$ cat src/rtl/snn_ecg_pkg.sv
// Shared sizing, state encoding and class labels for the ECG SNN
// timestep sequencer and rate decoder.
package snn_ecg_pkg;

    localparam int SNN_N_IN    = 30;
    localparam int SNN_N_OUT   = 5;
    localparam int SNN_T_STEPS = 16;
    localparam int SNN_CNT_W   = 5;
    localparam int SNN_CLS_W   = 3;
    localparam int SNN_TIMEOUT = 1023;

    localparam int CLS_N = 0;
    localparam int CLS_S = 1;
    localparam int CLS_V = 2;
    localparam int CLS_F = 3;
    localparam int CLS_Q = 4;

    typedef enum logic [2:0] {
        ST_IDLE   = 3'd0,
        ST_WAIT   = 3'd1,
        ST_ACC    = 3'd2,
        ST_ARGMAX = 3'd3,
        ST_EMIT   = 3'd4
    } seq_state_t;

endpackage

$ cat src/rtl/snn_ecg_seq_decoder_argmax.sv
// Sequential argmax over a packed count vector: one class per cycle,
// strict-greater replacement so ties resolve to the lowest index.
module snn_argmax_seq #(
    parameter int N_OUT = 5,
    parameter int CNT_W = 5,
    parameter int CLS_W = 3
) (
    input  logic                   clk,
    input  logic                   rst_n,
    input  logic                   start,
    input  logic [N_OUT*CNT_W-1:0] counts,
    output logic                   busy,
    output logic                   done,
    output logic [CLS_W-1:0]       best_idx,
    output logic [CNT_W-1:0]       best_cnt
);

    logic             running_q;
    logic [CLS_W-1:0] idx_q;
    logic [CLS_W-1:0] bidx_q;
    logic [CNT_W-1:0] bcnt_q;

    logic             active;
    logic             last;
    logic             take;
    logic [CLS_W-1:0] cur_idx;
    logic [CNT_W-1:0] cur_cnt;

    // The start cycle scans class 0, so the result of the final class
    // is visible combinationally in the same cycle as done.
    always_comb begin
        active  = start | running_q;
        cur_idx = start ? '0 : idx_q;
        cur_cnt = '0;
        for (int i = 0; i < N_OUT; i++) begin
            if (cur_idx == CLS_W'(i)) begin
                cur_cnt = counts[i*CNT_W +: CNT_W];
            end
        end
        last     = (cur_idx == CLS_W'(N_OUT - 1));
        take     = start | (cur_cnt > bcnt_q);
        best_idx = take ? cur_idx : bidx_q;
        best_cnt = take ? cur_cnt : bcnt_q;
        done     = active & last;
    end

    assign busy = running_q;

    always_ff @(posedge clk or negedge rst_n) begin
        if (!rst_n) begin
            running_q <= 1'b0;
            idx_q     <= '0;
            bidx_q    <= '0;
            bcnt_q    <= '0;
        end else if (active) begin
            running_q <= ~last;
            idx_q     <= cur_idx + 1'b1;
            bidx_q    <= best_idx;
            bcnt_q    <= best_cnt;
        end
    end

endmodule

$ cat src/rtl/snn_ecg_seq_decoder.sv
// Timestep sequencer and spike-rate decoder downstream of the ECG SNN
// core: drives one frame per timestep, counts class spikes, emits argmax.
module snn_ecg_seq_decoder
    import snn_ecg_pkg::*;
#(
    parameter int N_IN    = SNN_N_IN,
    parameter int N_OUT   = SNN_N_OUT,
    parameter int T_STEPS = SNN_T_STEPS,
    parameter int CNT_W   = SNN_CNT_W,
    parameter int CLS_W   = SNN_CLS_W,
    parameter int TIMEOUT = SNN_TIMEOUT
) (
    input  logic             clk,
    input  logic             rst_n,
    input  logic             in_valid,
    output logic             in_ready,
    input  logic [N_IN-1:0]  in_bits,
    output logic             net_start,
    output logic [N_IN-1:0]  net_spikes_in,
    input  logic             net_done,
    input  logic [N_OUT-1:0] net_spikes_out,
    output logic             cls_valid,
    output logic [CLS_W-1:0] cls_id,
    output logic [CNT_W-1:0] cls_count,
    output logic             cls_none,
    output logic             err_timeout,
    output logic             busy
);

    localparam int STEP_W = $clog2(T_STEPS + 1);
    localparam int TMO_W  = $clog2(TIMEOUT + 1);

    seq_state_t state_q;
    seq_state_t state_d;

    logic [TMO_W-1:0]       tmo_q;
    logic [STEP_W-1:0]      step_q;
    logic [N_OUT-1:0]       cap_q;
    logic [CNT_W-1:0]       cnt_q [N_OUT];
    logic                   start_q;
    logic [N_IN-1:0]        frame_q;
    logic                   err_q;
    logic [CLS_W-1:0]       cls_id_q;
    logic [CNT_W-1:0]       cls_cnt_q;
    logic                   cls_none_q;

    logic                   accept;
    logic                   tmo_hit;
    logic                   last_step;
    logic                   am_start;
    logic                   am_busy;
    logic                   am_done;
    logic [CLS_W-1:0]       am_idx;
    logic [CNT_W-1:0]       am_cnt;
    logic [N_OUT*CNT_W-1:0] counts_flat;

    assign tmo_hit   = (tmo_q == TMO_W'(TIMEOUT));
    assign last_step = (step_q == STEP_W'(T_STEPS - 1));

    always_comb begin
        counts_flat = '0;
        for (int i = 0; i < N_OUT; i++) begin
            counts_flat[i*CNT_W +: CNT_W] = cnt_q[i];
        end
    end

    always_ff @(posedge clk or negedge rst_n) begin
        if (!rst_n) begin
            state_q <= ST_IDLE;
        end else begin
            state_q <= state_d;
        end
    end

    always_comb begin
        state_d   = state_q;
        in_ready  = 1'b0;
        cls_valid = 1'b0;
        accept    = 1'b0;
        am_start  = 1'b0;
        unique case (state_q)
            ST_IDLE: begin
                in_ready = 1'b1;
                accept   = in_valid;
                if (in_valid) state_d = ST_WAIT;
            end
            // A done arriving on the timeout cycle takes priority.
            ST_WAIT: begin
                if (net_done)     state_d = ST_ACC;
                else if (tmo_hit) state_d = ST_IDLE;
            end
            ST_ACC: begin
                state_d = last_step ? ST_ARGMAX : ST_IDLE;
            end
            ST_ARGMAX: begin
                am_start = ~am_busy;
                if (am_done) state_d = ST_EMIT;
            end
            ST_EMIT: begin
                cls_valid = 1'b1;
                state_d   = ST_IDLE;
            end
            default: state_d = ST_IDLE;
        endcase
    end

    always_ff @(posedge clk or negedge rst_n) begin
        if (!rst_n) begin
            tmo_q      <= '0;
            step_q     <= '0;
            cap_q      <= '0;
            start_q    <= 1'b0;
            frame_q    <= '0;
            err_q      <= 1'b0;
            cls_id_q   <= '0;
            cls_cnt_q  <= '0;
            cls_none_q <= 1'b0;
            for (int i = 0; i < N_OUT; i++) cnt_q[i] <= '0;
        end else begin
            start_q <= accept;
            err_q   <= 1'b0;
            if (accept) frame_q <= in_bits;
            unique case (state_q)
                ST_IDLE: tmo_q <= '0;
                ST_WAIT: begin
                    if (net_done) begin
                        cap_q <= net_spikes_out;
                    end else if (tmo_hit) begin
                        err_q  <= 1'b1;
                        step_q <= '0;
                        for (int i = 0; i < N_OUT; i++) cnt_q[i] <= '0;
                    end else begin
                        tmo_q <= tmo_q + 1'b1;
                    end
                end
                ST_ACC: begin
                    step_q <= step_q + 1'b1;
                    for (int i = 0; i < N_OUT; i++) begin
                        if (cap_q[i] && cnt_q[i] != '1) begin
                            cnt_q[i] <= cnt_q[i] + 1'b1;
                        end
                    end
                end
                // An empty window reports the normal-beat label.
                ST_ARGMAX: begin
                    if (am_done) begin
                        cls_none_q <= (am_cnt == '0);
                        cls_cnt_q  <= am_cnt;
                        cls_id_q   <= (am_cnt == '0) ? CLS_W'(CLS_N) : am_idx;
                    end
                end
                ST_EMIT: begin
                    step_q <= '0;
                    for (int i = 0; i < N_OUT; i++) cnt_q[i] <= '0;
                end
                default: ;
            endcase
        end
    end

    snn_argmax_seq #(
        .N_OUT (N_OUT),
        .CNT_W (CNT_W),
        .CLS_W (CLS_W)
    ) u_argmax (
        .clk      (clk),
        .rst_n    (rst_n),
        .start    (am_start),
        .counts   (counts_flat),
        .busy     (am_busy),
        .done     (am_done),
        .best_idx (am_idx),
        .best_cnt (am_cnt)
    );

    assign net_start     = start_q;
    assign net_spikes_in = frame_q;
    assign err_timeout   = err_q;
    assign cls_id        = cls_id_q;
    assign cls_count     = cls_cnt_q;
    assign cls_none      = cls_none_q;
    assign busy          = (state_q != ST_IDLE) | (step_q != '0);

endmodule

$ cat config.mk
export PLATFORM = sky130hd
export DESIGN_NAME = snn_ecg_seq_decoder
export DESIGN_NICKNAME = d
export VERILOG_FILES = /design/src/rtl/snn_ecg_pkg.sv /design/src/rtl/snn_ecg_seq_decoder_argmax.sv /design/src/rtl/snn_ecg_seq_decoder.sv
export SDC_FILE = /design/constraint.sdc
export NUM_CORES = 1
export LEC_CHECK = 0
export ABC_AREA = 1
export CAP_MARGIN = 20
export CORE_ASPECT_RATIO = 1.25
export CORE_MARGIN = 3
export CORE_UTILIZATION = 55
export DETAILED_ROUTE_END_ITERATION = 16
export PLACE_DENSITY_LB_ADDON = 0.3
export SKIP_LAST_GASP = 1
export SLEW_MARGIN = 20
export SYNTH_ARGS = -nofsm -noshare
export SYNTH_HDL_FRONTEND = slang
export SYNTH_HIERARCHICAL = 1
export SYNTH_SLANG_ARGS = --single-unit
$ cat constraint.sdc
create_clock -name clk -period 7.15 [get_ports clk]
set_input_delay 1.43 -clock clk [delete_from_list [all_inputs] [get_ports clk]]
set_output_delay 1.43 -clock clk [all_outputs]
set_load 0.03 [all_outputs]
# Yosys cells after proc, flatten, opt, wreduce, memory -nomap -nowiden
# Index checks and enable logic that the tools add are counted.
[totals] inputBits=39 elab_cells=118 ff_bits=101 output_inout_bits=44
[classes] add_sub_neg=8 n_lt_le_gt_ge=1 muxes=36 n_bitwise=6 n_eq_ne=26 reduce_logical=22
[ops] op="case mux 25 bit (3 select lines)" n=1
[ops] op="2-to-1 mux 5 bit" n=13
[ops] op="2-to-1 mux 25 bit" n=2
[ops] op="adder 5 x 1 -> 5 bit (second input constant)" n=6
[ops] op="!= test 5 bit (second input constant)" n=5
[ops] op="2-to-1 mux 3 bit" n=7
[ops] op="2-to-1 mux 10 bit" n=2
[ops] op="!= test 2 bit (second input constant)" n=10
[ops] op="case mux 10 bit (2 select lines)" n=1
[ops] op="AND reduction 4 bit" n=5
[ops] op="case mux 5 bit (3 select lines)" n=1
[ops] op="== test 3 x 2 -> 1 bit (second input constant)" n=4
[ops] op="case mux 3 bit (4 select lines)" n=1
[ops] op="adder 10 x 1 -> 10 bit (second input constant)" n=1
[ops] op="== test 10 bit (second input constant)" n=1
[ops] op="AND reduction 3 bit" n=3
[ops] op="2-to-1 mux 1 bit" n=7
[ops] op="== test 3 x 1 -> 1 bit (second input constant)" n=2
[ops] op="== test 3 bit (second input constant)" n=2
[ops] op="logical NOT 3 bit" n=2
[ops] op="nonzero test 3 bit" n=2
[ops] op="== test 5 x 4 -> 1 bit (second input constant)" n=1
[ops] op="> comparator 5 bit" n=1
[ops] op="logical AND 1 bit" n=5
[ops] op="10 further kinds" n=14

# Logic depth before layout (Yosys ltp)
[logic_depth] depth_word=14 mapped_depth=30 depth_no_buf=29

# By module
# Netlist, hierarchy kept.
[by_module_without_submodules] module="snn_ecg_seq_decoder" cells_each=535 area_per_inst_um2=4272.8 instances=1 seq_area_each_um2=2227.1
[by_module_without_submodules] module="snn_argmax_seq" cells_each=185 area_per_inst_um2=1134.8 instances=1 seq_area_each_um2=300.3

# Least setup slack after synthesis
# Ideal clock, no wire load.
[synth_timing] path_type="reg-to-reg" from="register state_q[0]" to="register cls_id_q[2] (netlist: cls_id[2])" t_arrival_ns=3.385 path_stages_with_launch=28 required_time_ns=7.033 slack_ns=3.649 setup_ns=0.117 n_path_buf=2 period_less_slack_ns=3.501 cell_sequence="dfrtp_1 > nand3_1 > nor2_1 > nor2_1 > ha_1 > buf_1 > nor2_1 > nand3_1 > nand3_1 > nand2_1 > nand2_1 > and2_1 > ha_1 > nand2_1 > nor2_1 > nand2_1 > nand3_1 > nand2_1 > nand2_1 > buf_2 > nand3_1 > and2_1 > inv_1 > nand2_1 > o21ai_0 > inv_1 > nand2_1 > nand2_1"
[synth_via] elab_chain_len=14 word_cells_on_any_way=22 classes_between="1 x order compare; 5 x eq/ne; 10 x mux; 3 x bitwise; 3 x reduce/logical"
[synth_lines] element="start, declared" line="snn_ecg_seq_decoder.sv:33" text="seq_state_t state_q;"
[synth_lines] element="start signal, assigned" line="snn_ecg_seq_decoder.sv:71" text="state_q <= state_d;"
[synth_lines] element="== test 3 x 2 -> 1 bit *" line="snn_ecg_seq_decoder.sv:81" text="unique case (state_q)"
[synth_lines] element="2-to-1 mux 1 bit *" line="snn_ecg_seq_decoder.sv:81"
[synth_lines] element="net am_start" line="snn_ecg_seq_decoder.sv:50" text="logic am_start;"
[synth_lines] element="2-to-1 mux 3 bit" line="snn_ecg_seq_decoder_argmax.sv:33" text="cur_idx = start ? '0 : idx_q;"
[synth_lines] element="logical NOT 3 bit" line="snn_ecg_seq_decoder_argmax.sv:36" text="if (cur_idx == CLS_W'(i)) begin"
[synth_lines] element="2-to-1 mux 5 bit (5 in a row)" line="snn_ecg_seq_decoder_argmax.sv:36"
[synth_lines] element="> comparator 5 bit" line="snn_ecg_seq_decoder_argmax.sv:41" text="take = start | (cur_cnt > bcnt_q);"
[synth_lines] element="bitwise OR 1 bit" line="snn_ecg_seq_decoder_argmax.sv:41"
[synth_lines] element="2-to-1 mux 5 bit *" line="snn_ecg_seq_decoder_argmax.sv:43" text="best_cnt = take ? cur_cnt : bcnt_q;"
[synth_lines] element="net am_cnt[0]" line="snn_ecg_seq_decoder.sv:54" text="logic [CNT_W-1:0] am_cnt;"
[synth_lines] element="logical NOT 5 bit *" line="snn_ecg_seq_decoder.sv:149" text="cls_id_q <= (am_cnt == '0) ? CLS_W'(CLS_N) : am_idx;"
[synth_lines] element="2-to-1 mux 3 bit *" line="snn_ecg_seq_decoder.sv:149"
[synth_lines] element="end signal, assigned" line="snn_ecg_seq_decoder.sv:149"
[synth_lines] element="end, declared" line="snn_ecg_seq_decoder.sv:43" text="logic [CLS_W-1:0] cls_id_q;"
# The timed path passes the listed nets; every way through them passes the cells marked *.
# A chain may end at the register's enable or synchronous reset.

# Worst setup path in the final report
[layout_timing] from="register state_q[2]" to="register cls_id_q[2] (netlist: cls_id[2])"
# The elaborated chain is that of the path after synthesis.

==> qor.csv <==
stage;metric;value;unit
setup_path;WP data required;7390;ps
placement;DPL Wire Length;8954;um
global_routing;grt ovf;0;
clock_network;TritonCTS clock tree;yes;
flow_run;Max-Cap Viols;0;
floorplanning;Die X;94.69;um
clock_network;Clock Pin Slew Worst Setup and Hold Paths;70;ps
global_routing;initial antenna violation count;0;
clock_network;root buffer cell;clkbuf_16;
timing;min Tclk post-route;4124;ps
setup_path;Worst EP arrival;4370;ps
synth;Post-Synthesis Cell Area;5408;um2
routing;routed vias;4837;
synth;Synth Register Bits;101;
setup_path;Bufs and invs on worst path;4;
clock_network;H-tree depth;3;
synth;Yosys Warn Count;6;
run_status;status;finished, final reports clean;
clock_network;CTS resizes;0;
placement;RePlAce Congestion;0.9118;
finish;share of cells above drive strength 1;5.486;%
synth;top_reg_cell synth;dfrtp_1;
power;Worst IR Drop VDD;0.0002853;V
floorplanning;chip height;116.9;um
floorplanning;Initial Util;57.72;%
synth;EDFF count, synth;0;
setup_path;CP max stage delay;450;ps
timing;RSZ-0062 raised after global routing;false;
synth;Post-synth ARST share;100.0;%
synth;mean post-synth cell area;7.511;um2
finish;commonest non-fill, non-tap cells in the layout;282 x nand2_1, 101 x dfrtp_1, 81 x clkdlybuf4s50_1;
timing;measured slew at the worst slew-check pin;905.9;ps
setup_path;most frequent CP cell;nand2_1;
synth;synthesized instance count;720;
timing;Worst Clk Skew;6.372;ps
timing;setup_tns;0;ps
routing;DRT iter0 DRCs;281;
worst_hold_path;worst hold path type;register to register;
routing;final WL;12310;um
setup_path;CP Capture Type;register;
clock_network;Clock Path Buffers;2;
power;LEAKAGE;3.396;nW
clock_network;Clock Sinks;101;
placement;I/O Buffers;82;
power;Pwr Density;437.5;nW/um2
routing;ANT nets after route;0;
synth;syn_nets;781;
timing;Fin Hold WS;482.8;ps
routing;Via-to-Cell Ratio;5.229;
global_routing;largest net degree at the start of global routing;76;
timing;final setup vio count;0;
timing;Slew Viols, Final;0;
setup_path;startpoint types;register;
clock_network;Worst-Skew Late Latency;350;ps
finish;P&R area growth vs syn;22.26;%
finish;Ant. Diodes;0;
floorplanning;die area;11070;um2
synth;post-synthesis sequential area ratio;46.74;%
floorplanning;Top-Level Pins;83;
finish;most common cell after layout, fill and taps aside;nand2_1;
floorplanning;core area;9369;um2
setup_path;slowest CP cell;ha_1;
setup_path;crit path kind;register to register;
timing;fin crit share;57.68;%
routing;drt wl/cell;13.31;um
routing;First-pass DRT Iterations;5;
global_routing;Total Routing Usage GR;24.19;%
clock_network;Post-CTS Repair Setup Buffers;0;
setup_path;crit-path max FO;12;
synth;count of cell types in the netlist;32;
global_routing;first-pass GRT wire length;21250;um
clock_network;CTS Buf Count;9;
setup_path;CP top delay family;simple AND/OR/NAND/NOR gates;
finish;Final #Nets;858;
timing;slew margin rel.;39.61;%
routing;drt drc;0;
floorplanning;placement row count;39;
global_routing;number of global-route vias before repair;4810;
timing;Final Hold Fails;0;
timing;FMAX;0.2425;GHz
clock_network;CTS Hold Bufs;0;
worst reg2reg max path, stage by stage, from the launching register on:
cell and delay, ps:
dfrtp_1 380, inv_1 100, nand3_1 110, nor2_1 90
nor2_1 410, ha_1 450, nor2_1 90, nand3_1 90
nand3_1 80, nand2_1 70, nand2_1 60, and2_1 140
ha_1 290, nand2_1 100, inv_1 40, nand2_1 60
nand3_1 100, nand2_1 70, nand2_1 220, or2_2 370
and2_1 160, inv_1 60, nand2_1 40, o21ai_0 210
inv_1 100, nand2_1 70, nand2_1 50
final cells by class:
type | instances | area (um2)
timing repair buffer | 84 | 833.3
tap | 123 | 153.9
sequential | 101 | 2527
clock buffer | 10 | 239.0
inverter | 84 | 315.3
clock inverter | 6 | 70.07
multi-input combinational | 517 | 2472
fill | 743 | 2758
power breakdown:
| group | internal [mW] | switching [mW] | leakage [nW] | total [mW] |
|---|---|---|---|---|
| logic | 0.515 | 0.994 | 1.93 | 1.51 |
| clock network | 0.284 | 0.224 | 0.147 | 0.508 |
| registers | 0.747 | 0.128 | 1.32 | 0.875 |
| total | 1.55 | 1.35 | 3.40 | 2.89 |
logic make-up after synthesis:
| kind of cell | count (synthesis) | share of synthesized area, % |
|---|---|---|
| compound gates | 37 | 3.771 |
| xor+xnor | 11 | 1.782 |
| fa+ha+maj | 22 | 5.090 |
| buf+inv | 102 | 7.543 |
| flops | 101 | 46.74 |
| mux | 3 | 0.6016 |
| simple gates | 444 | 34.47 |
metrics by stage:
step	util [%]	total power, mW	instances	cell area, um2	setup WS, ps
after global placement	67.27	2.325	909	6302	3364
final	70.57	2.893	925	6611	3026
after floorplan	-	1.923	720	5408	3649
after CTS	70.57	2.902	925	6611	3093
after detailed placement	67.27	2.386	909	6302	3115
after global routing	70.57	3.127	925	6611	2570
state kept, by name, summed over array words and instances (netlist names), 5 cells and up:
name / flops
u_argmax/bcnt_q: 5
tmo_q: 10
cls_count: 5
cnt_q: 25
step_q: 5
net_spikes_in: 30
cap_q: 5
cells in the mapped netlist, types with 3 or more instances:
library cell,n,area [um2]
nand2_1,282,1059
dfrtp_1,101,2527
inv_1,76,285.3
nor2_1,65,244.0
nand3_1,61,305.3
o21ai_0,28,140.1
ha_1,22,275.3
xor2_1,10,87.58
buf_2,8,40.04
inv_2,8,30.03
clkbuf_1,7,26.28
nand4_1,6,37.54
a21oi_1,5,25.02
and2_1,5,31.28
nor3b_1,5,37.54
nand2_2,4,25.02
or2_1,4,25.02
nor2_2,3,18.77
per-layer routing:
layer | wire length [um] | vias to the layer above | track usage, %
li1 | - | 2383 | -
met1 | 5124 | 2279 | 28.40
met2 | 6126 | 156 | 41.96
met3 | 842 | 19 | 7.864
met4 | 216 | 0 | 7.796
met5 | 0 | - | 0
worst paths after layout:
path | startpoint | slack [ps] | end | depth (start not counted)
max | state_q[2]$_DFFE_PN0P_ | 3030 | cls_id[2]$_DFFE_PN0P_ | 26
min | cls_id[1]$_DFFE_PN0P_ | 480 | cls_id[1]$_DFFE_PN0P_ | 2
max reg2reg | state_q[2]$_DFFE_PN0P_ | 3030 | cls_id[2]$_DFFE_PN0P_ | 26
min reg2reg | cls_id[1]$_DFFE_PN0P_ | 480 | cls_id[1]$_DFFE_PN0P_ | 2
max in group asynchronous | rst_n | 4950 | cnt_q[13]$_DFFE_PN0P_ | 2
min in group asynchronous | rst_n | 980 | tmo_q[4]$_DFFE_PN0P_ | 1
(Power assumes the default switching activity.)
